==> src/rtl/drac_reset_sequencer.sv <==
// Multi-hart reset/wake-up sequencer: timed wake-up, staggered hart release, per-hart soft reset.
// Optional per-hart watchdog enabled by defining DRAC_RST_SEQ_WDT_EN.
module drac_reset_sequencer #(
  parameter int unsigned NumHarts      = 1,
  parameter int unsigned WakeUpCycles  = 32768,
  parameter int unsigned StaggerCycles = 4,
  parameter int unsigned SoftRstCycles = 16,
  parameter int unsigned WdtCycles     = 1048576
) (
  input  logic                clk_i,
  input  logic                rst_i,
  input  logic [NumHarts-1:0] soft_rst_req_i,
  output logic [NumHarts-1:0] soft_rst_ack_o,
  output logic [NumHarts-1:0] hart_rstn_o,
  output logic                grst_l_o,
  output logic                all_running_o,
  input  logic [NumHarts-1:0] heartbeat_i,
  output logic [NumHarts-1:0] wdt_fired_o
);

  localparam int unsigned WakeW = $clog2(WakeUpCycles + 1);
  localparam int unsigned SrW   = $clog2(SoftRstCycles + 1);
  localparam int unsigned IdxW  = (NumHarts > 1) ? $clog2(NumHarts) : 1;
  localparam int unsigned StgW  = (StaggerCycles > 1) ? $clog2(StaggerCycles) : 1;

  localparam logic [WakeW-1:0] WakeLast = WakeW'(WakeUpCycles);
  localparam logic [SrW-1:0]   SrLast   = SrW'(SoftRstCycles);
  localparam logic [StgW-1:0]  StgLast  = StgW'((StaggerCycles > 0) ? StaggerCycles - 1 : 0);
  localparam logic [IdxW-1:0]  IdxLast  = IdxW'(NumHarts - 1);
  localparam bit               AllAtOnce = (NumHarts == 1) || (StaggerCycles == 0);

  typedef enum logic [1:0] {WAKE, RELEASE, RUN} state_e;

  state_e              state_q, state_d;
  logic [WakeW-1:0]    wake_cnt_q, wake_cnt_d;
  logic [IdxW-1:0]     idx_q, idx_d;
  logic [StgW-1:0]     stg_cnt_q, stg_cnt_d;
  logic [NumHarts-1:0] rstn_q, rstn_d;
  logic [NumHarts-1:0] ack_q, ack_d;
  logic                all_run_q, all_run_d;
  logic                grst_q;
  logic [SrW-1:0]      sr_cnt_q [NumHarts];
  logic [SrW-1:0]      sr_cnt_d [NumHarts];
  logic [NumHarts-1:0] wdt_trig;
  logic [NumHarts-1:0] sr_start;

  // A watchdog expiry is treated exactly like an external request, so both merge here.
  assign sr_start = soft_rst_req_i | wdt_trig;

  always_comb begin
    state_d    = state_q;
    wake_cnt_d = wake_cnt_q;
    idx_d      = idx_q;
    stg_cnt_d  = stg_cnt_q;
    rstn_d     = rstn_q;
    ack_d      = '0;
    sr_cnt_d   = sr_cnt_q;
    unique case (state_q)
      WAKE: begin
        if (wake_cnt_q == WakeLast) begin
          rstn_d[0] = 1'b1;
          if (AllAtOnce) begin
            rstn_d  = '1;
            state_d = RUN;
          end else begin
            state_d   = RELEASE;
            idx_d     = IdxW'(1);
            stg_cnt_d = '0;
          end
        end else begin
          wake_cnt_d = wake_cnt_q + 1'b1;
        end
      end
      RELEASE: begin
        if (stg_cnt_q == StgLast) begin
          stg_cnt_d = '0;
          for (int unsigned h = 0; h < NumHarts; h++) begin
            if (IdxW'(h) == idx_q) rstn_d[h] = 1'b1;
          end
          if (idx_q == IdxLast) state_d = RUN;
          else                  idx_d   = idx_q + 1'b1;
        end else begin
          stg_cnt_d = stg_cnt_q + 1'b1;
        end
      end
      RUN: begin
        // In RUN a low hart_rstn bit can only mean that hart is in soft reset.
        for (int unsigned h = 0; h < NumHarts; h++) begin
          if (rstn_q[h]) begin
            if (sr_start[h]) begin
              rstn_d[h]   = 1'b0;
              sr_cnt_d[h] = SrW'(1);
            end
          end else if (sr_cnt_q[h] == SrLast) begin
            rstn_d[h]   = 1'b1;
            ack_d[h]    = 1'b1;
            sr_cnt_d[h] = '0;
          end else begin
            sr_cnt_d[h] = sr_cnt_q[h] + 1'b1;
          end
        end
      end
      default: state_d = WAKE;
    endcase
    all_run_d = (state_d == RUN) && (&rstn_d);
  end

  always_ff @(posedge clk_i) begin
    if (rst_i) begin
      state_q    <= WAKE;
      wake_cnt_q <= '0;
      idx_q      <= '0;
      stg_cnt_q  <= '0;
      rstn_q     <= '0;
      ack_q      <= '0;
      all_run_q  <= 1'b0;
      grst_q     <= 1'b0;
      for (int unsigned h = 0; h < NumHarts; h++) sr_cnt_q[h] <= '0;
    end else begin
      state_q    <= state_d;
      wake_cnt_q <= wake_cnt_d;
      idx_q      <= idx_d;
      stg_cnt_q  <= stg_cnt_d;
      rstn_q     <= rstn_d;
      ack_q      <= ack_d;
      all_run_q  <= all_run_d;
      grst_q     <= 1'b1;
      sr_cnt_q   <= sr_cnt_d;
    end
  end

`ifdef DRAC_RST_SEQ_WDT_EN
  localparam int unsigned     WdtW    = $clog2(WdtCycles);
  localparam logic [WdtW-1:0] WdtLast = WdtW'(WdtCycles - 1);

  logic [WdtW-1:0]     wdt_cnt_q [NumHarts];
  logic [WdtW-1:0]     wdt_cnt_d [NumHarts];
  logic [NumHarts-1:0] fired_q, fired_d;

  always_comb begin
    wdt_trig  = '0;
    wdt_cnt_d = wdt_cnt_q;
    fired_d   = fired_q;
    for (int unsigned h = 0; h < NumHarts; h++) begin
      wdt_trig[h] = rstn_q[h] && !heartbeat_i[h] && (wdt_cnt_q[h] == WdtLast);
      if (!rstn_q[h] || heartbeat_i[h] || wdt_trig[h]) wdt_cnt_d[h] = '0;
      else                                            wdt_cnt_d[h] = wdt_cnt_q[h] + 1'b1;
      if (wdt_trig[h] && (state_q == RUN)) fired_d[h] = 1'b1;
    end
  end

  always_ff @(posedge clk_i) begin
    if (rst_i) begin
      fired_q <= '0;
      for (int unsigned h = 0; h < NumHarts; h++) wdt_cnt_q[h] <= '0;
    end else begin
      fired_q   <= fired_d;
      wdt_cnt_q <= wdt_cnt_d;
    end
  end

  assign wdt_fired_o = fired_q;
`else
  logic unused_heartbeat;
  assign unused_heartbeat = ^heartbeat_i;
  assign wdt_trig         = '0;
  assign wdt_fired_o      = '0;
`endif

  assign hart_rstn_o    = rstn_q;
  assign soft_rst_ack_o = ack_q;
  assign all_running_o  = all_run_q;
  assign grst_l_o       = grst_q;

endmodule

==> config.mk <==
export PLATFORM = sky130hd
export DESIGN_NAME = drac_reset_sequencer
export DESIGN_NICKNAME = d
export VERILOG_FILES = /design/src/rtl/drac_reset_sequencer.sv
export SDC_FILE = /design/constraint.sdc
export NUM_CORES = 1
export LEC_CHECK = 0
export BUFFER_PORTS_ARGS = -buffer_cell sky130_fd_sc_hd__buf_4
export CELL_PAD_IN_SITES_DETAIL_PLACEMENT = 1
export CELL_PAD_IN_SITES_GLOBAL_PLACEMENT = 1
export CORE_ASPECT_RATIO = 1.25
export CORE_MARGIN = 8
export CORE_UTILIZATION = 40
export DETAILED_ROUTE_END_ITERATION = 10
export GPL_TIMING_DRIVEN = 0
export MAX_ROUTING_LAYER = met4
export PLACE_DENSITY_LB_ADDON = 0.1
export SYNTH_ARGS = -nofsm -noshare
export SYNTH_HDL_FRONTEND = slang
export SYNTH_SLANG_ARGS = --single-unit
==> constraint.sdc <==
create_clock -name clk_i -period 1.6 [get_ports clk_i]
set_input_delay 0 -clock clk_i [delete_from_list [all_inputs] [get_ports clk_i]]
set_output_delay 0 -clock clk_i [all_outputs]
set_load 0.1 [all_outputs]
# Word-level counts from Yosys, hierarchy flattened
# Index checks and enable logic that the tools add are counted.
totals:
  regBits: 30
  output_inout_bits: 5
op_classes:
  add_sub_neg: 4
  eq_ne: 7
  muxes: 17
  bitwise: 2
  reduce_logical: 6
op_table:
  columns: ["op", "count"]
  rows:
  - ["adder 16 x 1 -> 16 bit, second input constant", 1]
  - ["equality test 16 bit, second input constant", 1]
  - ["2-to-1 mux 5 bit", 3]
  - ["2-to-1 mux 1 bit", 8]
  - ["2-to-1 mux 2 bit", 4]
  - ["equality test 2 bit, second input constant", 3]
  - ["one-hot mux 2 bit (3 select lines)", 1]
  - ["AND reduction 2 bit", 3]
  - ["adder 5 x 1 -> 5 bit, second input constant", 1]
  - ["equality test 5 bit, second input constant", 1]
  - ["one-hot mux 1 bit (3 select lines)", 1]
  - ["OR reduction 3 bit", 1]
  - ["adder 2 x 1 -> 2 bit, second input constant", 1]
  - ["equality test 2 x 1 -> 1 bit, second input constant", 1]
  - ["logical NOT 2 bit", 1]
  - ["inequality test 2 bit, second input constant", 1]
  - ["NOT 1 bit", 2]
  - ["adder 1 bit, second input constant", 1]
  - ["logical AND 1 bit", 1]

# Longest topological paths before layout
logic_depth:
  word_depth: 5
  ltp_mapped: 6

# Worst setup path before layout
# No wires, ideal clock.
synth_timing:
  kind: "register to register"
  from: "register rstn_q (netlist: hart_rstn_o)"
  to: "register sr_cnt_q[4] (netlist name)"
  setup_ns: 0.070
  t_arrival_ns: 1.614
  slack_ns: -0.084
  path_stages_with_launch: 5
  period_less_slack_ns: 1.684
  cell_sequence: "dfxtp_1 > nand2b_1 > and2_1 > nor2_1 > o2bb2ai_1"
synth_between:
  elab_chain_len: 2
  elab_cells_between_ends: 3
synth_rtl:
  columns: ["element", "line_no", "source"]
  rows:
  - ["from (decl)", "38", "logic [NumHarts-1:0] rstn_q, rstn_d;"]
  - ["from (signal assigned)", "124", "rstn_q <= rstn_d;"]
  - ["inequality test 2 bit (no line)", null, null]
  - ["AND reduction 2 bit (no line)", null, null]
  - ["to (signal assigned)", "128", "sr_cnt_q <= sr_cnt_d;"]
  - ["to (decl)", "42", "logic [SrW-1:0] sr_cnt_q [NumHarts];"]
# Parallel ways exist; a longest one is shown, timed or not.
# A chain may end at the register's enable or synchronous reset.

# Final worst setup path
layout_timing:
  from: "register wake_cnt_q[8]"
  to: "register wake_cnt_q[15]"
layout_between:
  elab_chain_len: 3
  elab_cells_between_ends: 4
layout_rtl:
  columns: ["element", "line_no", "source"]
  rows:
  - ["from (decl)", "35", "logic [WakeW-1:0] wake_cnt_q, wake_cnt_d;"]
  - ["from (signal assigned)", "121", "wake_cnt_q <= wake_cnt_d;"]
  - ["branches (longest 3 deep; another with adder 16 x 1 -> 16 bit)", null, null]
# Several ways; the timed one is not identified.

==> results.md <==
* Starting DRC count in detailed routing at 70
* Initial core utilization at between 40 and 50%
* Count of maximum capacitance violations at 0
* Buffers from clock root to sink, at most at 2
* Category of the worst setup path launch point: flop
* # hold bufs at CTS at 0
* Worst Path Required at 1.77 ns
* Area growth from synthesis to layout at 28.20%
* VDD IR max at 524.8 uV
* Clock net sink count at 29
* Switching power at 335.3 uW
* Core Area at 3423 um^2
* Cells traversed along the worst timing path: nand3_2, or2_4, nor4_4, mux2_2
* Worst slew margin relative to its limit at roughly two thirds
* Wire per inst at 16.59 um
* Clock group share of total power at 43.2%
* Worst clock skew at 0.007892 ns
* Layer with the highest usage: met2
* Post-Route Hold Slack at 0.1063 ns
* Die H at 82.30 um
* Syn. warnings at 0
* Number of buffers added on ports at 6
* Flip-flop and latch count after synthesis at 29
* DRC violations left at 0
* Length of the first detailed-routing pass in iterations at 4
* Area of the multi-input gates at 882.1 um^2
* Flop-to-flop setup slack at -0.002 ns
* Tot GR Track Use at between 10 and 15%
* Cell-internal power at 1.092 mW
* Worst skew pair latency at 0.28 ns
* Top post-synthesis cells by count: 29 x dfxtp_1, 20 x nor2_1, 9 x a21oi_1
* Mapped Cells at 161
* Instance count on the critical path at 4
* Cell Count, Final, Fillers Out at 221
* Final core utilization at a little over half
* Dominant delay contributor by cell family on the critical path: simple AND/OR/NAND/NOR gates
* Post-DR vias/cell at 5.484
* Register-to-Register Path Depth at 4
* Inst Count DP at 206
* Final weighted congestion in routability-driven placement at 0.7798
* Finished Cell Area at 1803 um^2
* Vias in the first global route at 1272
* Power per cell area at between 700 and 800 nW/um^2
* End point of the critical path: wake_cnt_q[15]
* Most area-consuming cells after synthesis: dfxtp_1 41%, nor2_1 5.3%, ha_1 4.4%
* Detailed-placement wirelength estimate at 2378 um
* Pin count of the biggest net entering global routing at 11
* Die boundary width at just under 70 um
* Antenna diode count at 0
* Switching fraction of total power at 23.49%
* Worst Path Buf+Inv at 0
* Critical path class: reg -> reg
* Net count after synthesis at 170
* Hold/Removal Path Class: in -> reg
* Number of primary I/O pins at 9
* Met1 track demand over resource at 12.43%
* Number of endpoints with negative hold slack in the final report at 0
* Max Transition Viols Final at 0
* Final clock period utilization by the worst path at 100.1%
* Worst setup path start: wake_cnt_q[8]
* Most instantiated flip-flop cell in the synthesis netlist: dfxtp_1
* Timing-limited maximum frequency at around 0.62 GHz
* Count leader, synth: dfxtp_1
* Post-layout net count at 191
* Pre-CTS setup slack at -0.2629 ns
* Share of the synthesized area in the top cell type at between 40% and 50%
* Global-route wire length before repair at between 5000 and 6000 um
* Total power draw at between 1 and 1.5 mW
* Final setup fails at 1
* Clock edge transition at the registers on the reported setup and hold paths at around 0.070 ns
* Clock tree from TritonCTS: built
* Status: finished with violations
* Vias after detailed routing at 1212
* Relative contribution of combinational cells to total power at 5.6%
* Setup TNS at -0.002042 ns
* Slack of the critical path at -0.002042 ns
* Met3 layer usage reported by global route at 3.704%
* Peak fanout along the critical path at 5
* Met2 Use GR at between 20% and 30%
* Critical path's largest stage delay at 0.39 ns
* Cell area reported after detailed placement at 1501 um^2
* Remaining global-route overflow at 0
* Ratio of cells with drive above 1 in the final layout at 31.32%
* Worst Max-Slew Pin Slew at between 0.5 and 0.6 ns
* Area taken by flip-flops and latches at 606.8 um^2
* Number of synthesized flops with an enable pin at 0
* Mean area per synthesized cell at 8.735 um^2
* Clock root buffer master: clkbuf_8
* Unique cell type count in the Yosys netlist at 43
* Area of the die at roughly 5700 um^2
* Data arrival time of the critical path at 1.77 ns
* Total detailed-routing wirelength at 3666 um
* Share of async-settable or async-resettable flops after synthesis at 0%
* Clock buffers created by TritonCTS at 5
* Antenna viol nets, final at 0
* Kind of capture point of the worst setup path: flop
* Master of the slowest instance on the critical path: dfxtp_2
* Violations in the final reports: setup timing
* Number of levels the H-tree was split into at 2
* Endpoint of the worst register-to-register path: wake_cnt_q[15]
* Yosys top cell by area: dfxtp_1
* Setup repair after global routing missed its margin: true
* Worst r2r src: wake_cnt_q[8]
* Number of filler instances in the final layout at 412
* Share of total power in sequential cells at 51.2%
* Portion of the post-synthesis area used by sequential elements at between 40% and 50%
* Rows at 24
* Post-synth design cell area at 1406 um^2
* Final Critical Period at 1.602 ns
* Static Leakage at slightly below 0.7 nW
* Number of antenna violations at the first check in global routing at 0
tightest hold or removal path, stage by stage:
cell and delay [ns]:
buf_4 0.11, nor2b_1 0.09, mux2_2 0.15
state kept, by name (all words and copies together), names as in the netlist:
signal and count:
all_running_o 1, wake_cnt_q 16, hart_rstn_o 1, state_q 2
grst_l_o 1, soft_rst_ack_o 1, sr_cnt_q 5, stg_cnt_q 2
how the worst min path moves through the flow:
stage	slack [ns]	end	cells after the start	from
6_report	0.11	wake_cnt_q[2]	3	rst_i
5_1_grt	0.14	wake_cnt_q[2]	3	rst_i
4_1_cts	0.1	wake_cnt_q[2]	3	rst_i
3_5_place_dp	0.39	wake_cnt_q[2]	3	rst_i
3_3_place_gp	0.37	wake_cnt_q[2]	3	rst_i
2_1_floorplan	0.24	wake_cnt_q[2]	2	rst_i
placed cells by master, fill, tap and decap left out, types with 3 or more instances in the layout:
master	netlist	layout
nand4_1	4	4
xnor2_1	4	4
buf_4	1	17
nor2_1	20	18
dfxtp_2	0	6
nand3_1	8	7
o21ai_0	4	4
ha_1	5	5
dfxtp_1	29	18
a21oi_1	9	8
clkbuf_8	0	7
nand2_1	6	6
clkbuf_1	4	3
xor2_1	6	6
nor2b_1	3	3
nand2b_1	7	7
nor4_2	0	3
inv_1	7	7
dfxtp_4	0	5
nor3_1	5	5
power groups by stage:
| stage | Combinational, mW | Sequential (mW) | Clock, mW |
|---|---|---|---|
| floorplan | 0.0444 | 0.762 | 0 |
| global placement | 0.0699 | 0.754 | 0 |
| detailed placement | 0.0714 | 0.755 | 0 |
| CTS | 0.0752 | 0.739 | 0.623 |
| global route | 0.0883 | 0.732 | 0.662 |
| finish | 0.0804 | 0.731 | 0.616 |
cell type report:
type                    count  area share, %
repair buffers             16          6.662
multi-input cells         118          48.92
well taps                  39          2.706
clock buffers               7          4.788
inverters                   7          1.457
flip-flops and latches     29          33.66
plain buffers               5          1.804
timing repair:
| item | CTS | global route |
|---|---|---|
| buffers inserted | 3 | 7 |
| setup endpoints to repair | 17 | 18 |
| pin swaps | 1 | 5 |
| gates resized for setup | 17 | 20 |
metal layers:
metal,routed length [um],vias to the layer above
li1,-,608
met1,1494,587
met2,2015,11
met3,113,6
met4,42,0
met5,0,-
cells by family (layout without fill, tap and decap cells):
kind of cell               after synthesis  in the layout  share of synthesized area [%]
AOI/OAI and AO/OA                       24             24                          10.94
xor gates and xnor gates                10             10                          6.227
adders and majority gates                5              5                          4.448
buffers and inverters                   14             35                          4.092
DFF                                     29             29                          41.28
muxes                                    4              4                          3.025
other                                    1              1                         0.2666
and+or+nand+nor                         74             74                          29.71
No activity file was read; power rests on OpenSTA's default activity.
